[config.mk]
export PLATFORM = sky130hd
export DESIGN_NAME = config_cell_mc
export DESIGN_NICKNAME = d
export VERILOG_FILES = /design/src/rtl/config_cell_mc_pkg.sv /design/src/rtl/config_cell_mc_ctx_bank.sv /design/src/rtl/config_cell_mc.sv
export SDC_FILE = /design/constraint.sdc
export NUM_CORES = 1
export LEC_CHECK = 0
export BUFFER_PORTS_ARGS = -buffer_cell sky130_fd_sc_hd__buf_2
export CORE_AREA = 5 5 42 44
export DETAILED_ROUTE_END_ITERATION = 7
export DIE_AREA = 0 0 47 49
export PLACE_DENSITY = 0.54
export SLEW_MARGIN = 10
export SYNTH_ARGS = -nofsm -noshare
export SYNTH_HDL_FRONTEND = slang
export SYNTH_HIERARCHICAL = 1
export SYNTH_SLANG_ARGS = --single-unit
[constraint.sdc]
create_clock -name Config_Clock -period 2.5 [get_ports Config_Clock]
set_input_delay 0.25 -clock Config_Clock [delete_from_list [all_inputs] [get_ports Config_Clock]]
set_output_delay 0.25 -clock Config_Clock [all_outputs]
set_load 0.01 [all_outputs]
[src/rtl/config_cell_mc_pkg.sv]
// config_cell_mc_pkg
//   Shared definitions for the multi-context config cell:
//     clog2_min1       - index width for a count of items, never below 1 bit
//     cnt_width        - width needed to hold the values 0..len
//     commit_result_e  - outcome of a commit attempt, as decided by the top level
package config_cell_mc_pkg;

  function automatic int clog2_min1(input int n);
    return (n <= 2) ? 1 : $clog2(n);
  endfunction

  function automatic int cnt_width(input int len);
    return $clog2(len + 1);
  endfunction

  typedef enum logic [1:0] {
    CMT_OK       = 2'd0,
    CMT_NOT_FULL = 2'd1,
    CMT_BAD_CTX  = 2'd2,
    CMT_PARITY   = 2'd3
  } commit_result_e;

endpackage

[src/rtl/config_cell_mc_ctx_bank.sv]
// config_cell_mc_ctx_bank
//   NUM_CTX x SIZE array of stored config contexts.
//   A single write port loads one slot.
//   A registered read port drives rd_data from slot[rd_ctx] every cycle.
//   If rd_ctx is out of range, rd_data holds its previous value.
//   Ports:
//     Config_Clock, Config_Reset  clock / async active-high reset (clears all slots and rd_data)
//     wr_en, wr_ctx, wr_data      write strobe, destination slot, word to store
//     rd_ctx                      slot driving rd_data
//     rd_data                     registered active context word
module config_cell_mc_ctx_bank #(
  parameter int SIZE    = 1,
  parameter int NUM_CTX = 2,
  parameter int CTX_W   = 1
) (
  input  logic             Config_Clock,
  input  logic             Config_Reset,
  input  logic             wr_en,
  input  logic [CTX_W-1:0] wr_ctx,
  input  logic [SIZE-1:0]  wr_data,
  input  logic [CTX_W-1:0] rd_ctx,
  output logic [SIZE-1:0]  rd_data
);

  localparam logic [CTX_W:0] NUM_CTX_EXT = (CTX_W+1)'(NUM_CTX);

  logic [SIZE-1:0] slots [NUM_CTX];

  logic wr_in_range;
  logic rd_in_range;

  assign wr_in_range = ({1'b0, wr_ctx} < NUM_CTX_EXT);
  assign rd_in_range = ({1'b0, rd_ctx} < NUM_CTX_EXT);

  always_ff @(posedge Config_Clock or posedge Config_Reset) begin
    if (Config_Reset) begin
      for (int i = 0; i < NUM_CTX; i++) begin
        slots[i] <= '0;
      end
    end else if (wr_en && wr_in_range) begin
      slots[wr_ctx] <= wr_data;
    end
  end

  // The read samples the slot value from before this edge.
  // A commit into the selected slot therefore reaches rd_data one cycle later.
  always_ff @(posedge Config_Clock or posedge Config_Reset) begin
    if (Config_Reset) begin
      rd_data <= '0;
    end else if (rd_in_range) begin
      rd_data <= slots[rd_ctx];
    end
  end

endmodule

[src/rtl/config_cell_mc.sv]
// config_cell_mc
//   Multi-context CGRA config cell.
//   Config bits shift serially, LSB first, through a staging register on the daisy chain.
//   A commit strobe copies a fully loaded staging word into one of NUM_CTX context slots.
//   CtxSel picks which slot drives the select bus, so the fabric can switch contexts while
//   the next context is being shifted in.
//   Optional feature: define CONFIG_CELL_PARITY_EN to append one even-parity bit to the chain.
//   A commit is then rejected (parity_err) when the parity bit does not match the word.
//   Ports:
//     Config_Clock, Config_Reset  clock / asynchronous active-high reset
//     ConfigIn, ConfigEnable      serial chain input and shift enable
//     ConfigCommit, ConfigCtxWr   one-cycle commit strobe and destination slot
//     CtxSel                      active context driving select
//     ConfigOut                   registered serial output to the next cell
//     select                      registered active context word
//     shift_full                  staging holds a complete word since the last commit
//     commit_err, parity_err      sticky error flags, cleared only by reset
module config_cell_mc
  import config_cell_mc_pkg::*;
#(
  parameter int SIZE    = 1,
  parameter int NUM_CTX = 2,
  parameter int CTX_W   = clog2_min1(NUM_CTX)
) (
  input  logic             Config_Clock,
  input  logic             Config_Reset,
  input  logic             ConfigIn,
  input  logic             ConfigEnable,
  input  logic             ConfigCommit,
  input  logic [CTX_W-1:0] ConfigCtxWr,
  input  logic [CTX_W-1:0] CtxSel,
  output logic             ConfigOut,
  output logic [SIZE-1:0]  select,
  output logic             shift_full,
  output logic             commit_err,
  output logic             parity_err
);

`ifdef CONFIG_CELL_PARITY_EN
  localparam int PAR_BITS = 1;
`else
  localparam int PAR_BITS = 0;
`endif

  localparam int                CHAIN_L     = SIZE + PAR_BITS;
  localparam int                CNT_W       = cnt_width(CHAIN_L);
  localparam logic [CNT_W-1:0]  CNT_FULL    = CNT_W'(CHAIN_L);
  localparam logic [CTX_W:0]    NUM_CTX_EXT = (CTX_W+1)'(NUM_CTX);

  logic [CHAIN_L-1:0] stg;
  logic [CHAIN_L-1:0] stg_next;
  logic [CNT_W-1:0]   bit_cnt;
  logic               parity_ok;
  commit_result_e     cmt_res;
  logic               cmt_accept;
  logic               commit_err_q;

  // New bits enter at the top of the staging register and leave from bit 0.
  generate
    if (CHAIN_L == 1) begin : g_chain_one
      assign stg_next = ConfigIn;
    end else begin : g_chain_multi
      assign stg_next = {ConfigIn, stg[CHAIN_L-1:1]};
    end
  endgenerate

`ifdef CONFIG_CELL_PARITY_EN
  // stg[SIZE] is the last bit shifted in. It makes the XOR over stg[SIZE:0] even.
  assign parity_ok = ~(^stg);
`else
  assign parity_ok = 1'b1;
`endif

  assign shift_full = (bit_cnt == CNT_FULL);

  always_comb begin
    cmt_res = CMT_OK;
    if (!shift_full) begin
      cmt_res = CMT_NOT_FULL;
    end else if ({1'b0, ConfigCtxWr} >= NUM_CTX_EXT) begin
      cmt_res = CMT_BAD_CTX;
    end else if (!parity_ok) begin
      cmt_res = CMT_PARITY;
    end
  end

  assign cmt_accept = ConfigCommit && (cmt_res == CMT_OK);

  // Staging, chain output and bit counter.
  // A rejected commit leaves the counter alone.
  // Shifts that coincide with a rejected commit are still counted, so the count keeps
  // tracking the staging contents.
  always_ff @(posedge Config_Clock or posedge Config_Reset) begin
    if (Config_Reset) begin
      stg       <= '0;
      ConfigOut <= 1'b0;
      bit_cnt   <= '0;
    end else begin
      if (ConfigEnable) begin
        stg       <= stg_next;
        ConfigOut <= stg[0];
      end
      if (cmt_accept) begin
        // The bit shifted in on the commit cycle belongs to the next word.
        bit_cnt <= ConfigEnable ? CNT_W'(1) : '0;
      end else if (ConfigEnable && !shift_full) begin
        bit_cnt <= bit_cnt + CNT_W'(1);
      end
    end
  end

  always_ff @(posedge Config_Clock or posedge Config_Reset) begin
    if (Config_Reset) begin
      commit_err_q <= 1'b0;
    end else if (ConfigCommit && (cmt_res == CMT_NOT_FULL || cmt_res == CMT_BAD_CTX)) begin
      commit_err_q <= 1'b1;
    end
  end

  assign commit_err = commit_err_q;

`ifdef CONFIG_CELL_PARITY_EN
  logic parity_err_q;

  always_ff @(posedge Config_Clock or posedge Config_Reset) begin
    if (Config_Reset) begin
      parity_err_q <= 1'b0;
    end else if (ConfigCommit && cmt_res == CMT_PARITY) begin
      parity_err_q <= 1'b1;
    end
  end

  assign parity_err = parity_err_q;
`else
  assign parity_err = 1'b0;
`endif

  // The slot receives the staging word as it stood before any coincident shift.
  config_cell_mc_ctx_bank #(
    .SIZE    (SIZE),
    .NUM_CTX (NUM_CTX),
    .CTX_W   (CTX_W)
  ) u_bank (
    .Config_Clock (Config_Clock),
    .Config_Reset (Config_Reset),
    .wr_en        (cmt_accept),
    .wr_ctx       (ConfigCtxWr),
    .wr_data      (stg[SIZE-1:0]),
    .rd_ctx       (CtxSel),
    .rd_data      (select)
  );

endmodule

-- After elaboration in Yosys (flattened, before gate mapping)
Index checks and enable logic that the tools add are counted.
- bits in registers: 7
- input bits: 7
- output and inout bits: 5
- add/sub/neg operators: 1
- order comparisons: 3
- equality and inequality tests: 2
- multiplexer cells: 10
- bitwise operators: 2
- reduce and logical (&&, ||, !) cells: 8
- operators with widths (cell ; count):
    $mux W1 ; 8
    $ge A2 B2 Y1 const B ; 2
    $logic_and A1 B1 Y1 ; 4
    $not A1 Y2 ; 2
    $bwmux W2 ; 1
    $eq A1 B2 Y1 const B ; 1
    $logic_not A2 Y1 ; 1
    $lt A2 B1 Y1 const B ; 1
    $reduce_bool A2 Y1 ; 1
    $add A1 B1 Y1 const B ; 1
    $demux W1 S1 ; 1
    $eq A1 B1 Y1 const B ; 1
    $logic_not A1 Y1 ; 1
    $logic_or A1 B1 Y1 ; 1

-- Depth between registers and ports, before layout
- depth in word-level cells: 6
- mapped depth: 3

-- By module
The synthesis kept the hierarchy.
- modules (own cells, without submodules) (module ; instances ; cells an instance ; area an instance (um2)):
    config_cell_mc ; 1 ; 13 ; 163.9
    config_cell_mc_ctx_bank ; 1 ; 9 ; 126.4

-- Worst setup path before layout
No wires, ideal clock.
- kind: register to register
- start: register bit_cnt, in the netlist shift_full
- end: register u_bank/slots[0] (netlist name)
- arrival: 0.942 ns
- required time: 2.375 ns
- slack: 1.433 ns
- cell stages (with the launch flop): 4
- buffers on the path: 0
- path through: dfrtp_1 -> and2_1 -> nand2_1 -> mux2_2
- word-level cells in the longest chain between the ends: 3
- ends and longest elaborated chain (element ; line ; text):
    start, declared ; config_cell_mc.sv:52 ; logic [CNT_W-1:0] bit_cnt;
    start signal, assigned ; config_cell_mc.sv:105 ; bit_cnt <= ConfigEnable ? CNT_W'(1) : '0;
    start signal, assigned ; config_cell_mc.sv:107 ; bit_cnt <= bit_cnt + CNT_W'(1);
    $mux W1 ; config_cell_mc.sv:78 ; if (!shift_full) begin
    $logic_not A2 Y1 ; config_cell_mc.sv:87 ; assign cmt_accept = ConfigCommit && (cmt_res == CMT_OK);
    $logic_and A1 B1 Y1 ; config_cell_mc.sv:87 ;
    via cmt_accept ; config_cell_mc.sv:55 ; logic cmt_accept;
    end signal, assigned by index ; config_cell_mc_ctx_bank.sv:41 ; slots[wr_ctx] <= wr_data;
    end, declared ; config_cell_mc_ctx_bank.sv:27 ; logic [SIZE-1:0] slots [NUM_CTX];
The timed path passes the listed nets, and every way through them passes these cells.
A chain may end at the register's enable or synchronous reset.

-- Final worst setup path
- start: register bit_cnt, in the netlist shift_full
- end: register u_bank/slots[1] (netlist name)
Same word-level chain as after synthesis.

==> Implementation_results.wiki <==
{| class="wikitable"
! Metric !! Value
|-
| Status || complete, no violations
|-
| Sequential cell area fraction in the yosys report || 60.3%
|-
| Sort of element at the end of the critical path || flop
|-
| Dominant combinational cell family by area after synthesis || multiplexers
|-
| Clock insertion delay at the later pin of the skew report || 0.25 ns
|-
| Count of maximum capacitance violations || 0
|-
| Total setup violations reported at the end of the flow || 0
|-
| Initial antenna violation count || 0
|-
| Clock root buffer || sky130_fd_sc_hd__clkbuf_4
|-
| Most frequent cells in the layout || sky130_fd_sc_hd__buf_2, sky130_fd_sc_hd__dfrtp_1, sky130_fd_sc_hd__mux2_2
|-
| Grt ovf || 0
|-
| Final net count || 44
|-
| Buffers added on ports || 10
|-
| Clk sinks || 7
|-
| Cell area after synthesis || 290 um^2
|-
| Number of rows created at floorplan || 14
|-
| Classification of the worst setup path || flop to flop
|-
| Die Span X || 47 um
|-
| Number of post-CTS setup repair buffers || 0
|-
| Diode insertion count for antenna repair || 0
|-
| Post-cts hold buffer count || 1
|-
| Worst-case clock skew || 0.00306 ns
|-
| Count of different cell masters after synthesis || 11
|-
| Area of the core || 1400 um^2
|-
| HPWL reported at the end of detailed placement || 445 um
|-
| Unrepaired setup endpoints after global routing || false
|-
| Area of the multi-input gates || 96.3 um^2
|-
| Final RePlAce weighted congestion || 0.594
|-
| Arithmetic-cell share of the synthesized area counting full adders, half adders and majority gates || 0%
|-
| Via count || 192
|-
| Power density over the cells || 736 nW/um^2
|-
| Setup WS pre-CTS || 1.44 ns
|-
| Number of global-route vias before repair || 212
|-
| Deepest level of the CTS H-tree || 1
|-
| Combined flip-flop and latch cell area || 175 um^2
|-
| Detailed Routing Iterations Pass 1 || 2
|-
| Commonest non-fill, non-tap cell in the layout || sky130_fd_sc_hd__buf_2
|-
| Pin count of the biggest net entering global routing || 5
|-
| Clk pin slew, worst setup/hold paths || 0.05 ns
|-
| Number of buffers between clock root and the deepest sink || 2
|-
| Endpoint arrival time on the critical path || 1.19 ns
|-
| Area of the die || 2300 um^2
|-
| Hold WC Path Type || primary input to flop
|-
| Clock tree from TritonCTS || done
|-
| Number of flip-flops and latches in the synthesized netlist || 7
|-
| Achievable clock frequency || 0.948 GHz
|-
| Vias per cell || 3.69
|-
| Number of cells produced by synthesis || 22
|-
| Final hold vios || 0
|-
| Total chip power || 0.286 mW
|-
| Post-route core utilization || 27.8%
|-
| Portion of netlist area occupied by mux cells || 20.7%
|-
| Starting utilization of the core area || 20.7%
|-
| Global-route wire length before repair || 917 um
|-
| Fraction of layout instances using a drive strength above 1 || 52.8%
|-
| Number of nets in the synthesized netlist || 29
|-
| Total DRC errors in the routed layout || 0
|-
| Post-synthesis compound-gate area fraction || 5.60%
|-
| Total leakage power || 0.193 nW
|-
| Largest fanout on the critical path || 4
|-
| Yosys warnings || 6
|-
| Critical path launch point type || flop
|-
| Required time of the critical path || 2.63 ns
|-
| GR Util All Layers || 5.96%
|-
| XOR/XNOR share of the synthesized area || 0%
|-
| Simple-Gate Fraction of Synth Area || 5.60%
|-
| Num ports || 12
|-
| Number of max-slew violations in the final report || 0
|-
| Area delta synth->final || 34.1%
|-
| Vertical extent of the die || 49 um
|-
| Detailed Route WL || 536 um
|-
| Routed length per placed instance || 10.3 um
|-
| 1st-iter DRT viols || 2
|-
| Number of gates resized after CTS || 0
|-
| Share of the clock period used by the worst path after layout || 42.2%
|-
| Minimum period implied by the final worst setup slack || 1.05 ns
|-
| Clock buffers created by TritonCTS || 3
|-
| Setup tns final || 0 ns
|-
| Fillers || 163
|-
| Worst IR Drop VDD || 332 uV
|-
| Post-synthesis area per instance || 13.2 um^2
|-
| Worst setup slack after layout || 1.45 ns
|-
| Final ANT Viol Nets || 0
|}
[critical path: stages, from the launching register on]
cell and delay [ns]:
sky130_fd_sc_hd__dfrtp_1 0.40, sky130_fd_sc_hd__and2_1 0.16, sky130_fd_sc_hd__nand2b_1 0.09, sky130_fd_sc_hd__mux2_4 0.30
[stage by stage]
| step | std cells | area [um^2] | hold WS (ns) |
|---|---|---|---|
| 6_report | 52 | 389 | 0.230 |
| 5_1_grt | 52 | 389 | 0.219 |
| 4_1_cts | 52 | 389 | 0.221 |
| 3_5_place_dp | 47 | 353 | 0.138 |
| 3_3_place_gp | 47 | 353 | 0.140 |
| 2_1_floorplan | 22 | 290 | 0.00364 |
[path summary, 6_finish.rpt]
kind / start / endpoint / slack [ns] / depth (start not counted)
max in group asynchronous: Config_Reset / ConfigOut / 1.92 / 3
hold reg to reg: commit_err / commit_err / 0.48 / 1
setup reg to reg: shift_full / u_bank/slots[1] / 1.45 / 3
setup / recovery: shift_full / u_bank/slots[1] / 1.45 / 3
hold / removal: ConfigEnable / shift_full / 0.23 / 2
min in group asynchronous: Config_Reset / u_bank/slots[0] / 0.42 / 3
[routing by layer]
| metal | routed length, um | track usage (%) | vias to the layer above |
|---|---|---|---|
| met4 | 4 | 2.76 | 0 |
| met3 | 92 | 6.27 | 2 |
| met2 | 188 | 7.01 | 15 |
| met5 | 0 | 0 | - |
| met1 | 250 | 6.74 | 81 |
| li1 | - | - | 94 |
[area by class of cell]
| cell class | instances | share of cell area [%] |
|---|---|---|
| clock buffer | 4 | 6.75 |
| inverter | 3 | 2.89 |
| multi-input combinational | 11 | 24.8 |
| sequential | 7 | 45.0 |
| tap | 16 | 5.14 |
| timing repair buffer | 11 | 15.4 |
[kinds of logic after synthesis]
| group | after synthesis |
|---|---|
| AOI/OAI and AO/OA | 2 |
| buffers and inverters | 4 |
| DFF | 7 |
| muxes | 5 |
| other | 1 |
| and+or+nand+nor | 3 |
[flip-flops by register name, indices dropped and copies added (netlist names)]
signal          cells
u_bank/rd_data      1
stg                 1
u_bank/slots        2
commit_err          1
shift_full          1
ConfigOut           1
[synthesized netlist by cell type]
master	n	area [um^2]
sky130_fd_sc_hd__inv_1	3	11.3
sky130_fd_sc_hd__dfrtp_1	7	175
sky130_fd_sc_hd__mux2_2	4	45.0
sky130_fd_sc_hd__nand2_1	1	3.75
sky130_fd_sc_hd__nand2b_1	1	6.26
sky130_fd_sc_hd__conb_1	1	3.75
sky130_fd_sc_hd__mux2_4	1	15.0
sky130_fd_sc_hd__buf_4	1	7.51
sky130_fd_sc_hd__and2_1	1	6.26
sky130_fd_sc_hd__a21o_2	1	8.76
sky130_fd_sc_hd__o21bai_1	1	7.51
[report_power, final]
| part | total, mW | leakage [nW] | switching (mW) | internal (mW) |
|---|---|---|---|---|
| Clock | 0.103 | 0.0150 | 0.0422 | 0.0610 |
| Sequential | 0.139 | 0.0784 | 0.00798 | 0.131 |
| Combinational | 0.0447 | 0.0993 | 0.0179 | 0.0269 |
Note: power is estimated with default switching activity, not from simulation.
